`src/rtl/riot_pkg.sv`:
```
// ============================================================================
// riot_pkg : shared types, address fields and flag positions.   Rev 1.0
// ============================================================================
`default_nettype none

package riot_pkg;

  typedef enum logic [1:0] {
    PS_1    = 2'b00,
    PS_8    = 2'b01,
    PS_64   = 2'b10,
    PS_1024 = 2'b11
  } prescale_e;

  localparam int REGION_BIT = 4;
  localparam int IDX_MSB    = 3;
  localparam int IDX_LSB    = 1;
  localparam int SEL_BIT    = 0;

  localparam int TFLAG_BIT  = 7;
  localparam int EFLAG_BIT  = 6;

  function automatic logic [9:0] prescale_div_m1(input prescale_e ps);
    case (ps)
      PS_1:    prescale_div_m1 = 10'd0;
      PS_8:    prescale_div_m1 = 10'd7;
      PS_64:   prescale_div_m1 = 10'd63;
      default: prescale_div_m1 = 10'd1023;
    endcase
  endfunction

endpackage

`default_nettype wire

```
`src/rtl/riot_timer.sv`:
```
// ============================================================================
// riot_timer : 8-bit interval timer, selectable prescaler, fast phase.  Rev 1.0
// ============================================================================
`default_nettype none

module riot_timer
  import riot_pkg::*;
(
  input  logic       phi2,
  input  logic       rst,
  input  logic       load,
  input  logic [7:0] load_val,
  input  prescale_e  prescale,
  input  logic       clr_flag,
  output logic [7:0] count,
  output logic       tflag
);

  logic [7:0] count_q, count_d;
  logic [9:0] pc_q, pc_d;
  prescale_e  prescale_q, prescale_d;
  logic       fast_q, fast_d;
  logic       tflag_q, tflag_d;

  always_comb begin
    count_d    = count_q;
    pc_d       = pc_q;
    prescale_d = prescale_q;
    fast_d     = fast_q;
    tflag_d    = tflag_q;
    if (load) begin
      count_d    = load_val;
      prescale_d = prescale;
      pc_d       = prescale_div_m1(prescale);
      fast_d     = 1'b0;
      tflag_d    = 1'b0;
    end else begin
      if (clr_flag) tflag_d = 1'b0;
      if (pc_q != 10'd0) begin
        pc_d = pc_q - 10'd1;
      end else begin
        count_d = count_q - 8'd1;
        if (count_q == 8'h00) begin
          tflag_d = 1'b1;
          fast_d  = 1'b1;
        end
        // Post-underflow reload uses the updated fast bit so counting is /1 at once.
        pc_d = fast_d ? 10'd0 : prescale_div_m1(prescale_q);
      end
    end
  end

  always_ff @(posedge phi2 or posedge rst) begin
    if (rst) begin
      count_q    <= 8'h00;
      pc_q       <= prescale_div_m1(PS_1024);
      prescale_q <= PS_1024;
      fast_q     <= 1'b0;
      tflag_q    <= 1'b0;
    end else begin
      count_q    <= count_d;
      pc_q       <= pc_d;
      prescale_q <= prescale_d;
      fast_q     <= fast_d;
      tflag_q    <= tflag_d;
    end
  end

  assign count = count_q;
  assign tflag = tflag_q;

endmodule

`default_nettype wire

```
`src/rtl/riot_multiport.sv`:
```
// ============================================================================
// riot_multiport : N-port RIOT I/O block with interval timer.  Rev 1.0
// Optional edge interrupt on port 0 pin EDGE_PIN: define RIOT_EDGE_IRQ_EN.
// ============================================================================
`default_nettype none

module riot_multiport
  import riot_pkg::*;
#(
  parameter int NUM_PORTS = 2,
  parameter int PORT_W    = 8,
  parameter int EDGE_PIN  = 7
) (
  input  logic                        phi2,
  input  logic                        rst,
  input  logic                        cs,
  input  logic                        we_n,
  input  logic [4:0]                  addr,
  input  logic [7:0]                  di,
  output logic [7:0]                  do_,
  output logic                        oe,
  input  logic [NUM_PORTS*PORT_W-1:0] pi,
  output logic [NUM_PORTS*PORT_W-1:0] po,
  output logic [NUM_PORTS*PORT_W-1:0] ddr,
  output logic                        irq_n
);

  localparam int PW = NUM_PORTS * PORT_W;

  if (EDGE_PIN >= PORT_W) begin : g_edge_pin_check
    $error("EDGE_PIN must be below PORT_W");
  end

  logic [2:0] idx;
  logic       timer_sel, sel, wr, rd, port_wr, tmr_load, tmr_rd;
  logic [7:0] port_rd, flag_byte, count;
  logic       tflag, eflag, eie;
  logic [PW-1:0] po_q, po_d, ddr_q, ddr_d;
  logic       tie_q, tie_d, irq_n_q, irq_n_d;

  assign idx       = addr[IDX_MSB:IDX_LSB];
  assign timer_sel = addr[REGION_BIT];
  assign sel       = addr[SEL_BIT];
  assign wr        = cs & ~we_n;
  assign rd        = cs & we_n;
  assign port_wr   = wr & ~timer_sel;
  assign tmr_load  = wr & timer_sel & ~sel;
  assign tmr_rd    = rd & timer_sel & ~sel;

  // Indices at or above NUM_PORTS match no loop entry: writes drop, reads give 0.
  always_comb begin
    po_d    = po_q;
    ddr_d   = ddr_q;
    port_rd = 8'h00;
    for (int n = 0; n < NUM_PORTS; n++) begin
      if (idx == 3'(n)) begin
        if (port_wr) begin
          if (sel) ddr_d[n*PORT_W +: PORT_W] = di[PORT_W-1:0];
          else     po_d[n*PORT_W +: PORT_W]  = di[PORT_W-1:0];
        end
        port_rd = sel ? 8'(ddr_q[n*PORT_W +: PORT_W])
                      : 8'((ddr_q[n*PORT_W +: PORT_W] & po_q[n*PORT_W +: PORT_W]) |
                           (~ddr_q[n*PORT_W +: PORT_W] & pi[n*PORT_W +: PORT_W]));
      end
    end
  end

  riot_timer u_timer (
    .phi2     (phi2),
    .rst      (rst),
    .load     (tmr_load),
    .load_val (di),
    .prescale (prescale_e'(addr[3:2])),
    .clr_flag (tmr_rd),
    .count    (count),
    .tflag    (tflag)
  );

`ifdef RIOT_EDGE_IRQ_EN
  logic ectl_wr, flag_rd, edge_hit;
  logic eie_q, eie_d, epol_q, epol_d, eflag_q, eflag_d, prev_q;

  assign ectl_wr = wr & timer_sel & sel;
  assign flag_rd = rd & timer_sel & sel;

  always_comb begin
    eie_d    = eie_q;
    epol_d   = epol_q;
    if (ectl_wr) begin
      eie_d  = di[1];
      epol_d = di[0];
    end
    edge_hit = epol_q ? (~prev_q & pi[EDGE_PIN]) : (prev_q & ~pi[EDGE_PIN]);
    eflag_d  = eflag_q;
    if (flag_rd)  eflag_d = 1'b0;
    if (edge_hit) eflag_d = 1'b1;
  end

  always_ff @(posedge phi2 or posedge rst) begin
    if (rst) begin
      eie_q   <= 1'b0;
      epol_q  <= 1'b0;
      eflag_q <= 1'b0;
      prev_q  <= 1'b0;
    end else begin
      eie_q   <= eie_d;
      epol_q  <= epol_d;
      eflag_q <= eflag_d;
      prev_q  <= pi[EDGE_PIN];
    end
  end

  assign eflag = eflag_q;
  assign eie   = eie_q;
`else
  assign eflag = 1'b0;
  assign eie   = 1'b0;
`endif

  always_comb begin
    flag_byte            = 8'h00;
    flag_byte[TFLAG_BIT] = tflag;
    flag_byte[EFLAG_BIT] = eflag;
    tie_d                = (tmr_load | tmr_rd) ? addr[1] : tie_q;
    irq_n_d              = ~((tflag & tie_q) | (eflag & eie));
  end

  always_ff @(posedge phi2 or posedge rst) begin
    if (rst) begin
      po_q    <= '0;
      ddr_q   <= '0;
      tie_q   <= 1'b0;
      irq_n_q <= 1'b1;
    end else begin
      po_q    <= po_d;
      ddr_q   <= ddr_d;
      tie_q   <= tie_d;
      irq_n_q <= irq_n_d;
    end
  end

  assign do_   = timer_sel ? (sel ? flag_byte : count) : port_rd;
  assign oe    = cs & we_n;
  assign po    = po_q;
  assign ddr   = ddr_q;
  assign irq_n = irq_n_q;

endmodule

`default_nettype wire
```
`config.mk`:
```
export PLATFORM = sky130hd
export DESIGN_NAME = riot_multiport
export DESIGN_NICKNAME = d
export VERILOG_FILES = /design/src/rtl/riot_pkg.sv /design/src/rtl/riot_timer.sv /design/src/rtl/riot_multiport.sv
export SDC_FILE = /design/constraint.sdc
export NUM_CORES = 1
export LEC_CHECK = 0
export ABC_AREA = 1
export CAP_MARGIN = 25
export CORE_MARGIN = 2
export CORE_UTILIZATION = 24
export DETAILED_ROUTE_END_ITERATION = 6
export PLACE_DENSITY_LB_ADDON = 0.15
export REMOVE_ABC_BUFFERS = 1
export SLEW_MARGIN = 20
export SYNTH_ARGS = -nofsm -noshare
export SYNTH_HDL_FRONTEND = slang
export SYNTH_HIERARCHICAL = 1
export SYNTH_SLANG_ARGS = --single-unit
```
`constraint.sdc`:
```
create_clock -name phi2 -period 3 [get_ports phi2]
set_clock_uncertainty 0.2 [all_clocks]
set_input_delay 0.9 -clock phi2 [delete_from_list [all_inputs] [get_ports phi2]]
set_output_delay 0.9 -clock phi2 [all_outputs]
set_load 0.02 [all_outputs]
```
==> impl_metrics.env <==
export IMPL_status="complete, no violations"
export IMPL_ys_ff_latch=56
export IMPL_max_stage_delay_ns=0.48
export IMPL_worstPathArrival_ns=1.87
export IMPL_dr_pass1_iters=4
export IMPL_crit_top_cell="nand2_1"
export IMPL_dieArea_um2=14900
export IMPL_drc=0
export IMPL_finalSetupViolations=0
export IMPL_synth_cell_area_um2=3350
export IMPL_layout_drive_gt1_share=0.220
export IMPL_cts_max_path_buffers=2
export IMPL_synthArstFlopShare=1.00
export IMPL_crit_chain="clkdlybuf4s50_1, nand2_1, nand2_1, nand3_1, nand2_1, nand2_1, nand2_1, buf_6"
export IMPL_wl_per_cell_um=13.0
export IMPL_io_pins=75
export IMPL_r2r_start="u_timer/pc_q[0]"
export IMPL_placement_io_buffers=74
export IMPL_syn_inst=449
export IMPL_antenna_found_initial=0
export IMPL_fillers=1500
export IMPL_die_w_um=122
export IMPL_clk_pin_slew_ns=0.07
export IMPL_rsz0062_at_grt="true"
export IMPL_grt_max_degree=35
export IMPL_die_height_um=122
export IMPL_crit_type="in -> out"
export IMPL_route_vias_total=3065
export IMPL_critPathBufInv=2
export IMPL_cp_top_family="buffers and inverters"
export IMPL_yosysSeqAreaShare=0.423
export IMPL_finalCritPeriodShare=0.990
export IMPL_insertion_delay_ns=0.30
export IMPL_hold_viol=0
export IMPL_fin_ws_ns=0.0285
export IMPL_slew_viol_final=0
export IMPL_start_kind="primary input"
export IMPL_cts_buffers_inserted=5
export IMPL_crit_start="pi[7]"
export IMPL_reg2reg_depth=8
export IMPL_cp_slowest_cell="clkdlybuf4s50_1"
export IMPL_clock_sinks=56
export IMPL_power_density_nw_per_um2=616
export IMPL_diodes=0
export IMPL_htree_levels=2
export IMPL_fin_area_um2=4730
export IMPL_placed_cell_area_um2=4470
export IMPL_grtUsageTotal=0.132
export IMPL_yosysUniqueCellTypes=30
export IMPL_grt_pass1_vias=2943
export IMPL_yosys_warnings=6
export IMPL_relSlewSlack=0.634
export IMPL_fin_crit_ns=2.97
export IMPL_wirelength_um=9520
export IMPL_cp_depth=8
export IMPL_max_freq_mhz=337
export IMPL_avgSynthCellArea_um2=7.47
export IMPL_reg2reg_slack_ns=1.23
export IMPL_worst_pin_slew_ns=0.549
export IMPL_coreArea_um2=13800
export IMPL_cts_tree="built"
export IMPL_cp_end_kind="output port"
export IMPL_hold_path_class="reg -> reg"
export IMPL_grt_first_pass_wirelength_um=15200
export IMPL_dp_hpwl_um=7150
export IMPL_vdd_drop_max_uv=256
export IMPL_dominantRegCellSynth="dfrtp_1"
export IMPL_row_count=43
export IMPL_initialDrtViolationCount=138
export IMPL_clock_root_buffer="clkbuf_16"
export IMPL_syn_to_final_growth_pct=41.1
export IMPL_postRouteAntennaNets=0
export IMPL_start_util=0.243
export IMPL_p_leak_nw=2.31
export IMPL_gp_congestion=0.855
export IMPL_cp_required_ns=1.90
export IMPL_worst_path_max_fanout=1
export IMPL_r2r_end="u_timer/count[3]"
export IMPL_grt_overflow=0
export IMPL_maxCapViolCount=0
export IMPL_endpoint="do_[7]"
export IMPL_synth_edf_count=0
export IMPL_post_place_ws_ns=-0.782
export IMPL_nNetsFinal=589
export IMPL_viasPerCell=4.18
worst register-to-register path: stages (launching register included):
cell	delay [ns]
dfstp_2	0.52
inv_1	0.07
ha_1	0.25
nand2_4	0.13
nor2_8	0.07
a21oi_4	0.16
buf_4	0.18
nand2_1	0.06
nand3_1	0.08
state kept, by name, summed over array words and instances, names as in the netlist:
signal	count
u_timer/fast_q	1
po	16
u_timer/tflag	1
u_timer/prescale_q	2
u_timer/pc_q	10
ddr	16
tie_q	1
irq_n	1
u_timer/count	8
cell usage in the layout, fill, tap and decap left out, types with 2 or more instances in the layout:
master / instances
a21oi_2: 2
buf_12: 4
buf_16: 2
buf_2: 5
buf_4: 28
buf_6: 7
clkbuf_16: 5
clkdlybuf4s50_1: 58
clkinvlp_4: 2
dfrtp_1: 43
dfstp_2: 13
dlygate4sd2_1: 2
dlymetal6s2s_1: 2
ha_1: 3
inv_1: 47
inv_2: 3
nand2_1: 162
nand2_2: 13
nand3_1: 33
nand3_2: 4
nor2_1: 37
nor2_2: 2
nor2_4: 6
o21ai_0: 20
o21ai_1: 15
o21ai_2: 18
xor2_1: 6
routing by layer:
| metal | vias up | global-route usage | routed length, µm |
|---|---|---|---|
| li1 | 1614 | - | - |
| met1 | 1372 | 0.180 | 4410 |
| met2 | 72 | 0.219 | 4530 |
| met3 | 7 | 0.0187 | 471 |
| met4 | 0 | 0.0345 | 109 |
| met5 | - | 0 | 0 |
cells in the mapped netlist (2+ instances only):
master / n / area (µm²)
nand2_1: 169 / 634
inv_1: 50 / 188
dfrtp_1: 43 / 1080
nor2_1: 37 / 139
nand3_1: 33 / 165
o21ai_0: 20 / 100
o21ai_2: 18 / 158
o21ai_1: 15 / 75.1
dfstp_2: 13 / 342
buf_6: 6 / 67.6
nand2_2: 6 / 37.5
nor2_4: 6 / 67.6
xor2_1: 6 / 52.6
nand3_2: 4 / 40.0
buf_2: 3 / 15.0
ha_1: 3 / 37.5
a21oi_2: 2 / 17.5
buf_4: 2 / 15.0
nor2_2: 2 / 12.5
logic make-up after synthesis:
logic type,after synthesis,share of synthesized area
compound gates,57,0.111
xor+xnor,6,0.0157
fa+ha+maj,3,0.0112
buf+inv,63,0.0896
flops,56,0.423
simple gates,264,0.350
layout make-up:
| class | instances | area (µm²) | area share |
|---|---|---|---|
| multi-input combinational | 330 | 1650 | 0.349 |
| sequential | 56 | 1420 | 0.300 |
| clock inverter | 2 | 15.0 | 0.00318 |
| inverter | 52 | 208 | 0.0439 |
| clock buffer | 6 | 139 | 0.0294 |
| timing repair buffer | 108 | 1070 | 0.227 |
| tap | 180 | 225 | 0.0476 |
through the flow:
| step | hold WS, ns | std cells | power (W) | TNS [ns] | util |
|---|---|---|---|---|---|
| after floorplan | 0.172 | 438 | 0.00190 | -0.119 | - |
| after detailed placement | 0.191 | 719 | 0.00230 | -7.68 | 0.325 |
| after global placement | 0.193 | 719 | 0.00229 | -6.94 | 0.325 |
| after CTS | 0.201 | 735 | 0.00295 | -0.00926 | 0.343 |
| after global routing | 0.225 | 734 | 0.00313 | -0.0199 | 0.343 |
| final | 0.197 | 734 | 0.00291 | 0 | 0.343 |
worst min path at each step:
| stage | startpoint | to | slack, ns | cells after the start |
|---|---|---|---|---|
| global route | tie_q | irq_n | 0.23 | 1 |
| global placement | tie_q | irq_n | 0.19 | 1 |
| detailed placement | tie_q | irq_n | 0.19 | 1 |
| finish | tie_q | irq_n | 0.20 | 1 |
| CTS | tie_q | irq_n | 0.20 | 1 |
| floorplan | tie_q | irq_n | 0.17 | 1 |
repair_timing:
item                       CTS  global route
buffers inserted             6             0
pin swaps                    4             8
setup endpoints to repair    9             8
hold buffers                 0             0
cloned                       2             0
gates resized for setup     75             7
where the power goes:
part	internal, W	leakage, nW	switching, W
clock	0.000333	0.0691	0.000287
sequential	0.000993	0.703	0.000163
combinational	0.000495	1.54	0.000641
total	0.00182	2.31	0.00109
No activity file was read; power rests on OpenSTA's default activity.
==> RTL edit 1: new RTL, same settings <==
Register the inputs `cs`, `we_n` and `addr` before use. The logic sees them one clock later. The other inputs are not delayed to match.
--- a/src/rtl/riot_multiport.sv
+++ b/src/rtl/riot_multiport.sv
@@ -27,6 +27,16 @@
 
   localparam int PW = NUM_PORTS * PORT_W;
 
+  logic cs_q;
+  logic we_n_q;
+  logic [4:0] addr_q;
+
+  always_ff @(posedge phi2) begin
+    cs_q   <= cs;
+    we_n_q <= we_n;
+    addr_q <= addr;
+  end
+
   if (EDGE_PIN >= PORT_W) begin : g_edge_pin_check
     $error("EDGE_PIN must be below PORT_W");
   end
@@ -38,11 +48,11 @@
   logic [PW-1:0] po_q, po_d, ddr_q, ddr_d;
   logic       tie_q, tie_d, irq_n_q, irq_n_d;
 
-  assign idx       = addr[IDX_MSB:IDX_LSB];
-  assign timer_sel = addr[REGION_BIT];
-  assign sel       = addr[SEL_BIT];
-  assign wr        = cs & ~we_n;
-  assign rd        = cs & we_n;
+  assign idx       = addr_q[IDX_MSB:IDX_LSB];
+  assign timer_sel = addr_q[REGION_BIT];
+  assign sel       = addr_q[SEL_BIT];
+  assign wr        = cs_q & ~we_n_q;
+  assign rd        = cs_q & we_n_q;
   assign port_wr   = wr & ~timer_sel;
   assign tmr_load  = wr & timer_sel & ~sel;
   assign tmr_rd    = rd & timer_sel & ~sel;
@@ -70,7 +80,7 @@
     .rst      (rst),
     .load     (tmr_load),
     .load_val (di),
-    .prescale (prescale_e'(addr[3:2])),
+    .prescale (prescale_e'(addr_q[3:2])),
     .clr_flag (tmr_rd),
     .count    (count),
     .tflag    (tflag)
@@ -121,7 +131,7 @@
     flag_byte            = 8'h00;
     flag_byte[TFLAG_BIT] = tflag;
     flag_byte[EFLAG_BIT] = eflag;
-    tie_d                = (tmr_load | tmr_rd) ? addr[1] : tie_q;
+    tie_d                = (tmr_load | tmr_rd) ? addr_q[1] : tie_q;
     irq_n_d              = ~((tflag & tie_q) | (eflag & eie));
   end
 
@@ -140,7 +150,7 @@
   end
 
   assign do_   = timer_sel ? (sel ? flag_byte : count) : port_rd;
-  assign oe    = cs & we_n;
+  assign oe    = cs_q & we_n_q;
   assign po    = po_q;
   assign ddr   = ddr_q;
   assign irq_n = irq_n_q;
Formal check against the unedited RTL: not equivalent (a bounded check fails within 4 cycles, from zero or initial values and one cycle with rst high).
==> RTL edit 1 against the unedited design <==
  * Cell area grew 1.6%
  * Hold slack gained 0.016 ns
  * Register-to-register slack lost 0.55 ns
  * Critical endpoint is now do_[6]
  * Total power grew 20%
  * Area after synthesis grew 5.3%
  * Final cell count shrank 0.54%
  * Sequential share of layout area grew 2.5 points
  * Routed wire length grew 3.4%
  * Sequential cell count grew 7
  * Setup slack gained 0.044 ns
  * Combinational power grew 9.6%
  * Synthesized cell count grew 1.6%
  * Largest cell class unchanged
  * Die area grew 5.1%
  * Non-clock buffer count shrank 23
==> RTL edit 1: results (changes against the unedited design) <==
Outcome - finished, final reports clean (unchanged)
Crit path capture type - output pin (unchanged)
Layout cells sized above 1 - 0.183 (was 0.220)
VDD IR-drop max - 0.335 mV (was 0.256 mV)
Highest routing layer actually used - met4 (unchanged)
Clock transition at path regs - 0.05 ns (was 0.07 ns)
CTS buffer count - 9 (was 5)
Worst path slowest cell - clkdlybuf4s50_1 (unchanged)
Synth cell count leaders - nand2_1 (165), inv_1 (49), dfrtp_1 (43) (was nand2_1 (169), inv_1 (50), dfrtp_1 (43))
Largest net degree at the start of global routing - 33 (was 35)
Largest stage delay, worst path - 0.46 ns (was 0.48 ns)
CP delay by family, top - buffers and inverters (unchanged)
Placer Congestion - 0.806 (was 0.855)
Dominant cells by area after synthesis - dfrtp_1 (30%), nand2_1 (18%), dfstp_2 (9.7%) (was dfrtp_1 (32%), nand2_1 (19%), dfstp_2 (10%))
Rel. slew slack - 0.661 (was 0.634)
Main synth FF type - dfrtp_1 (unchanged)
Crit path arrival time - 1.83 ns (was 1.87 ns)
Worst R2R Setup Slack - 0.68 ns (was 1.23 ns)
Portion of netlist area occupied by mux cells - 0 (unchanged)
Post-Synth XOR/XNOR Area - 0.0149 (was 0.0157)
Hold Fails Final Rpt - 0 (unchanged)
Share of the yosys chip area belonging to registers - 0.441 (was 0.423)
Wl on met1 - 5.02 mm (was 4.41 mm)
First-pass GRT wire length - 16.4 mm (was 15.2 mm)
Adder-cell area share of the yosys netlist - 0.0106 (was 0.0112)
Number of antenna diodes - 0 (unchanged)
Yosys cell types - 32 (was 30)
Leakage power - 0.00239 µW (was 0.00231 µW)
Met2 Wirelength - 4.35 mm (was 4.53 mm)
CTS root buffer - clkbuf_16 (unchanged)
Met3 WL - 345 µm (was 471 µm)
Hold Crit Depth - 1 (unchanged)
Synth Area in Compound Gates - 0.107 (was 0.111)
Total global-route track usage - 0.132 (about the same)
Port bufs - 74 (unchanged)
Nets@finish - 577 (was 589)
WL per Instance - 13.5 µm (was 13.0 µm)
Vias in the first global route - 3,070 (was 2,943)
HP Class - flop to flop (unchanged)
Filler cells - 1,571 (was 1,500)
Synth Warn # - 6 (unchanged)
Reg2reg path depth - 8 (unchanged)
Max Fanout on Critical Path - 1 (unchanged)
Htree depth - 3 (was 2)
Worst hold slack - 0.213 ns (was 0.197 ns)
Clock buffer depth - 2 (unchanged)
Initial antenna violation count - 0 (unchanged)
TritonRoute pass-1 iters - 4 (unchanged)
Post-DP HPWL - 7.10 mm (was 7.15 mm)
Routed vias/inst - 4.22 (was 4.18)
Worst skew pair latency - 0.33 ns (was 0.30 ns)
Dpl ws - -0.450 ns (was -0.782 ns)
Max Freq - 0.342 GHz (was 0.337 GHz)
DR iter-0 viols - 148 (was 138)
Share of synthesized registers carrying an async set or reset - 0.889 (was 1.00)
## RTL edit 1: cell types whose count changed after synthesis
cell	before	now
nand2_4	1	5
o21ai_2	18	20
inv_1	50	49
dfxtp_1	0	7
inv_2	0	1
nand2_1	169	165
o21ai_1	15	13
## RTL edit 1: worst paths after layout
check                                   from                           end
max reg2reg                addr_q[0]$_DFF_P_  u_timer/count[5]$_DFFE_PP0P_
min reg2reg                tie_q$_DFFE_PP0P_               irq_n$_DFF_PP1_
max in group asynchronous                rst           ddr[11]$_DFFE_PP0P_
min in group asynchronous                rst             tie_q$_DFFE_PP0P_
min                        tie_q$_DFFE_PP0P_               irq_n$_DFF_PP1_
max                                   pi[14]                        do_[6]
## RTL edit 1: final cells by class
class | count | area share
multi-input combinational | 330 | 0.349
sequential | 63 | 0.324
timing repair buffer | 85 | 0.182
tap | 184 | 0.0479
clock buffer | 10 | 0.0477
inverter | 52 | 0.0422
clock inverter | 6 | 0.00730
## RTL edit 1: per-stage QoR
step / TNS (ns) / instance area [µm²] / instances / util
after floorplan: 0 / 3430 / 445 / -
after global placement: -3.22 / 4520 / 714 / 0.314
after detailed placement: -3.27 / 4520 / 714 / 0.314
after CTS: 0 / 4750 / 730 / 0.329
after global routing: -0.0263 / 4800 / 730 / 0.333
final: 0 / 4800 / 730 / 0.333
## RTL edit 1: logic make-up (layout without fill, tap and decap cells)
logic type,count (synthesis),after routing
compound gates,57,57
xor+xnor,6,6
fa+ha+maj,3,3
buf+inv,63,153
flops,63,63
simple gates,264,264
## RTL edit 1: metal layers
metal,vias up,global-route usage
met3,10,0.0295
met4,0,0.0431
met5,-,0
li1,1596,-
met1,1403,0.184
met2,68,0.203
## RTL edit 1: report_power, final
group	internal, µW	switching (µW)
clock network	555	382
logic	543	706
registers	1120	192
## RTL edit 1: repair_timing
item                       4_1_cts  5_1_grt
pin swaps                        0        9
hold buffers                     0        0
resized for setup               34       17
setup endpoints to repair        8        8
cloned                           0        0
setup buffers                    0        0
==> RTL edit 2: new RTL, same flow settings <==
Made on the original files. The option `RIOT_EDGE_IRQ_EN` is turned on by a define.
--- a/src/rtl/riot_multiport.sv
+++ b/src/rtl/riot_multiport.sv
@@ -3,6 +3,8 @@
 // Optional edge interrupt on port 0 pin EDGE_PIN: define RIOT_EDGE_IRQ_EN.
 // ============================================================================
 `default_nettype none
+
+`define RIOT_EDGE_IRQ_EN
 
 module riot_multiport
   import riot_pkg::*;
Behaviour: not the same (Yosys sat finds a counterexample within 4 cycles, from zero or initial values and one cycle with rst high).
==> RTL edit 2 against the unedited design <==
  * Routed wire length is 13% higher
  * Fmax rose by 0.86%
  * Total power increased by 27%
  * Area after synthesis is 9.7% higher
  * Sequential cell count up 4
  * Cell area grew 9.6%
  * Critical path depth down 1
  * Global-route usage rose by 0.85 points
  * Setup slack improved by 0.025 ns
  * Sequential power rose by 9%
==> RTL edit 2: results (changes against the unedited design) <==
Port bufs - 74 (unchanged)
Synth Warn # - 6 (unchanged)
WL per Instance - 13.9 µm (was 13.0 µm)
Max Fanout on Critical Path - 3 (was 1)
Initial antenna violation count - 0 (unchanged)
Outcome - finished, final reports clean (unchanged)
Worst R2R Setup Slack - 1.03 ns (was 1.23 ns)
Leakage power - 0.00264 µW (was 0.00231 µW)
CTS root buffer - clkbuf_16 (unchanged)
Rel. slew slack - 0.630 (was 0.634)
TritonRoute pass-1 iters - 4 (unchanged)
Reg-to-Reg Start - u_timer/pc_q[0]$_DFF_PP1_ (unchanged)
Post-DP HPWL - 7.78 mm (was 7.15 mm)
CP startpoint kind - input pin (unchanged)
Vias in the first global route - 3,565 (was 2,943)
Largest net degree at the start of global routing - 39 (was 35)
WHS Endpoint - irq_n$_DFF_PP1_ (unchanged)
Share of synthesized registers carrying an async set or reset - 1.00 (unchanged)
Number of antenna diodes - 0 (unchanged)
Hold Crit Depth - 3 (was 1)
Dominant cells by area after synthesis - dfrtp_1 (32%), nand2_1 (16%), dfstp_2 (9.3%) (was dfrtp_1 (32%), nand2_1 (19%), dfstp_2 (10%))
DR iter-0 viols - 172 (was 138)
R2R Path End - u_timer/pc_q[4]$_DFF_PP1_ (was u_timer/count[3]$_DFFE_PP0P_)
Crit path arrival time - 1.85 ns (was 1.87 ns)
CTS buffer count - 9 (was 5)
Synth cell count leaders - nand2_1 (158), inv_1 (63), nand3_1 (50) (was nand2_1 (169), inv_1 (50), dfrtp_1 (43))
Placer Congestion - 0.798 (was 0.855)
VDD IR-drop max - 0.246 mV (was 0.256 mV)
Clock buffer depth - 2 (unchanged)
Hold path startpoint - eie$_DFFE_PP0P_ (was tie_q$_DFFE_PP0P_)
Filler cells - 1,608 (was 1,500)
Clock transition at path regs - 0.05 ns (was 0.07 ns)
First-pass GRT wire length - 17.8 mm (was 15.2 mm)
Worst skew pair latency - 0.33 ns (was 0.30 ns)
Share of the yosys chip area belonging to registers - 0.413 (was 0.423)
Crit path from - addr[4] (was pi[7])
HP Class - flop to flop (unchanged)
Htree depth - 3 (was 2)
Layout cells sized above 1 - 0.234 (was 0.220)
FF+latch area - 1520 µm² (was 1420 µm²)
Total global-route track usage - 0.140 (was 0.132)
Routed vias/inst - 4.35 (was 4.18)
Dpl ws - -0.882 ns (was -0.782 ns)
Reg2reg path depth - 7 (was 8)
Yosys cell types - 36 (was 30)
Fraction of the cycle the final worst path needs - 0.982 (was 0.990)
Nets@finish - 617 (was 589)
[RTL edit 2: metal layers]
| layer | share of wire | track usage |
|---|---|---|
| met5 | 0 | 0 |
| met4 | 0.019 | 0.0498 |
| met3 | 0.041 | 0.0313 |
| met2 | 0.49 | 0.244 |
| met1 | 0.45 | 0.171 |
[RTL edit 2: stage by stage]
| step | utilization | TNS, ns | cells | hold WS, ns | cell area [µm²] |
|---|---|---|---|---|---|
| 3_3_place_gp | 0.315 | -10.16 | 752 | 0.275 | 4750 |
| 3_5_place_dp | 0.315 | -9.94 | 752 | 0.283 | 4750 |
| 4_1_cts | 0.338 | 0 | 774 | 0.292 | 5090 |
| 6_report | 0.344 | 0 | 774 | 0.284 | 5180 |
| 2_1_floorplan | - | -7.17 | 460 | 0.242 | 3530 |
| 5_1_grt | 0.344 | -0.00259 | 774 | 0.311 | 5180 |
[RTL edit 2: worst max-delay path by stage]
| stage | end | cells after the start |
|---|---|---|
| detailed placement | do_[4] | 8 |
| CTS | do_[7] | 8 |
| global route | do_[0] | 11 |
| floorplan | u_timer/count[5]$_DFFE_PP0P_ | 8 |
| global placement | do_[6] | 8 |
| finish | do_[7] | 7 |
[RTL edit 2: where the power goes]
| part | total, µW | internal, µW | switching [µW] |
|---|---|---|---|
| Sequential | 1260 | 1090 | 177 |
| Combinational | 1310 | 558 | 757 |
| Clock | 1130 | 745 | 381 |
| Total | 3700 | 2390 | 1310 |
[RTL edit 2: repair_timing]
item,in CTS,in global routing
setup buffers,5,0
gates cloned,1,0
setup endpoints to repair,9,8
gates resized for setup,72,30
pin swaps,6,20
hold buffers,0,0
[RTL edit 2: final cells by class]
class | instances | area share
multi-input combinational | 332 | 0.347
sequential | 60 | 0.293
timing repair buffer | 109 | 0.201
tap | 188 | 0.0454
inverter | 69 | 0.0529
clock inverter | 5 | 0.0145
clock buffer | 11 | 0.0468
[RTL edit 2: kinds of logic after synthesis]
group,after synthesis,share of synthesized area
compound gates,57,0.0929
xor+xnor,6,0.0143
fa+ha+maj,3,0.0102
buf+inv,81,0.114
flops,60,0.413
simple gates,265,0.356
[RTL edit 2: worst max-delay path, stage by stage]
cell           delay (ns)
dlygate4sd2_1        0.26
inv_2                0.07
nor2_2               0.04
buf_4                0.13
a22oi_1              0.20
nand2_2              0.10
buf_6                0.14
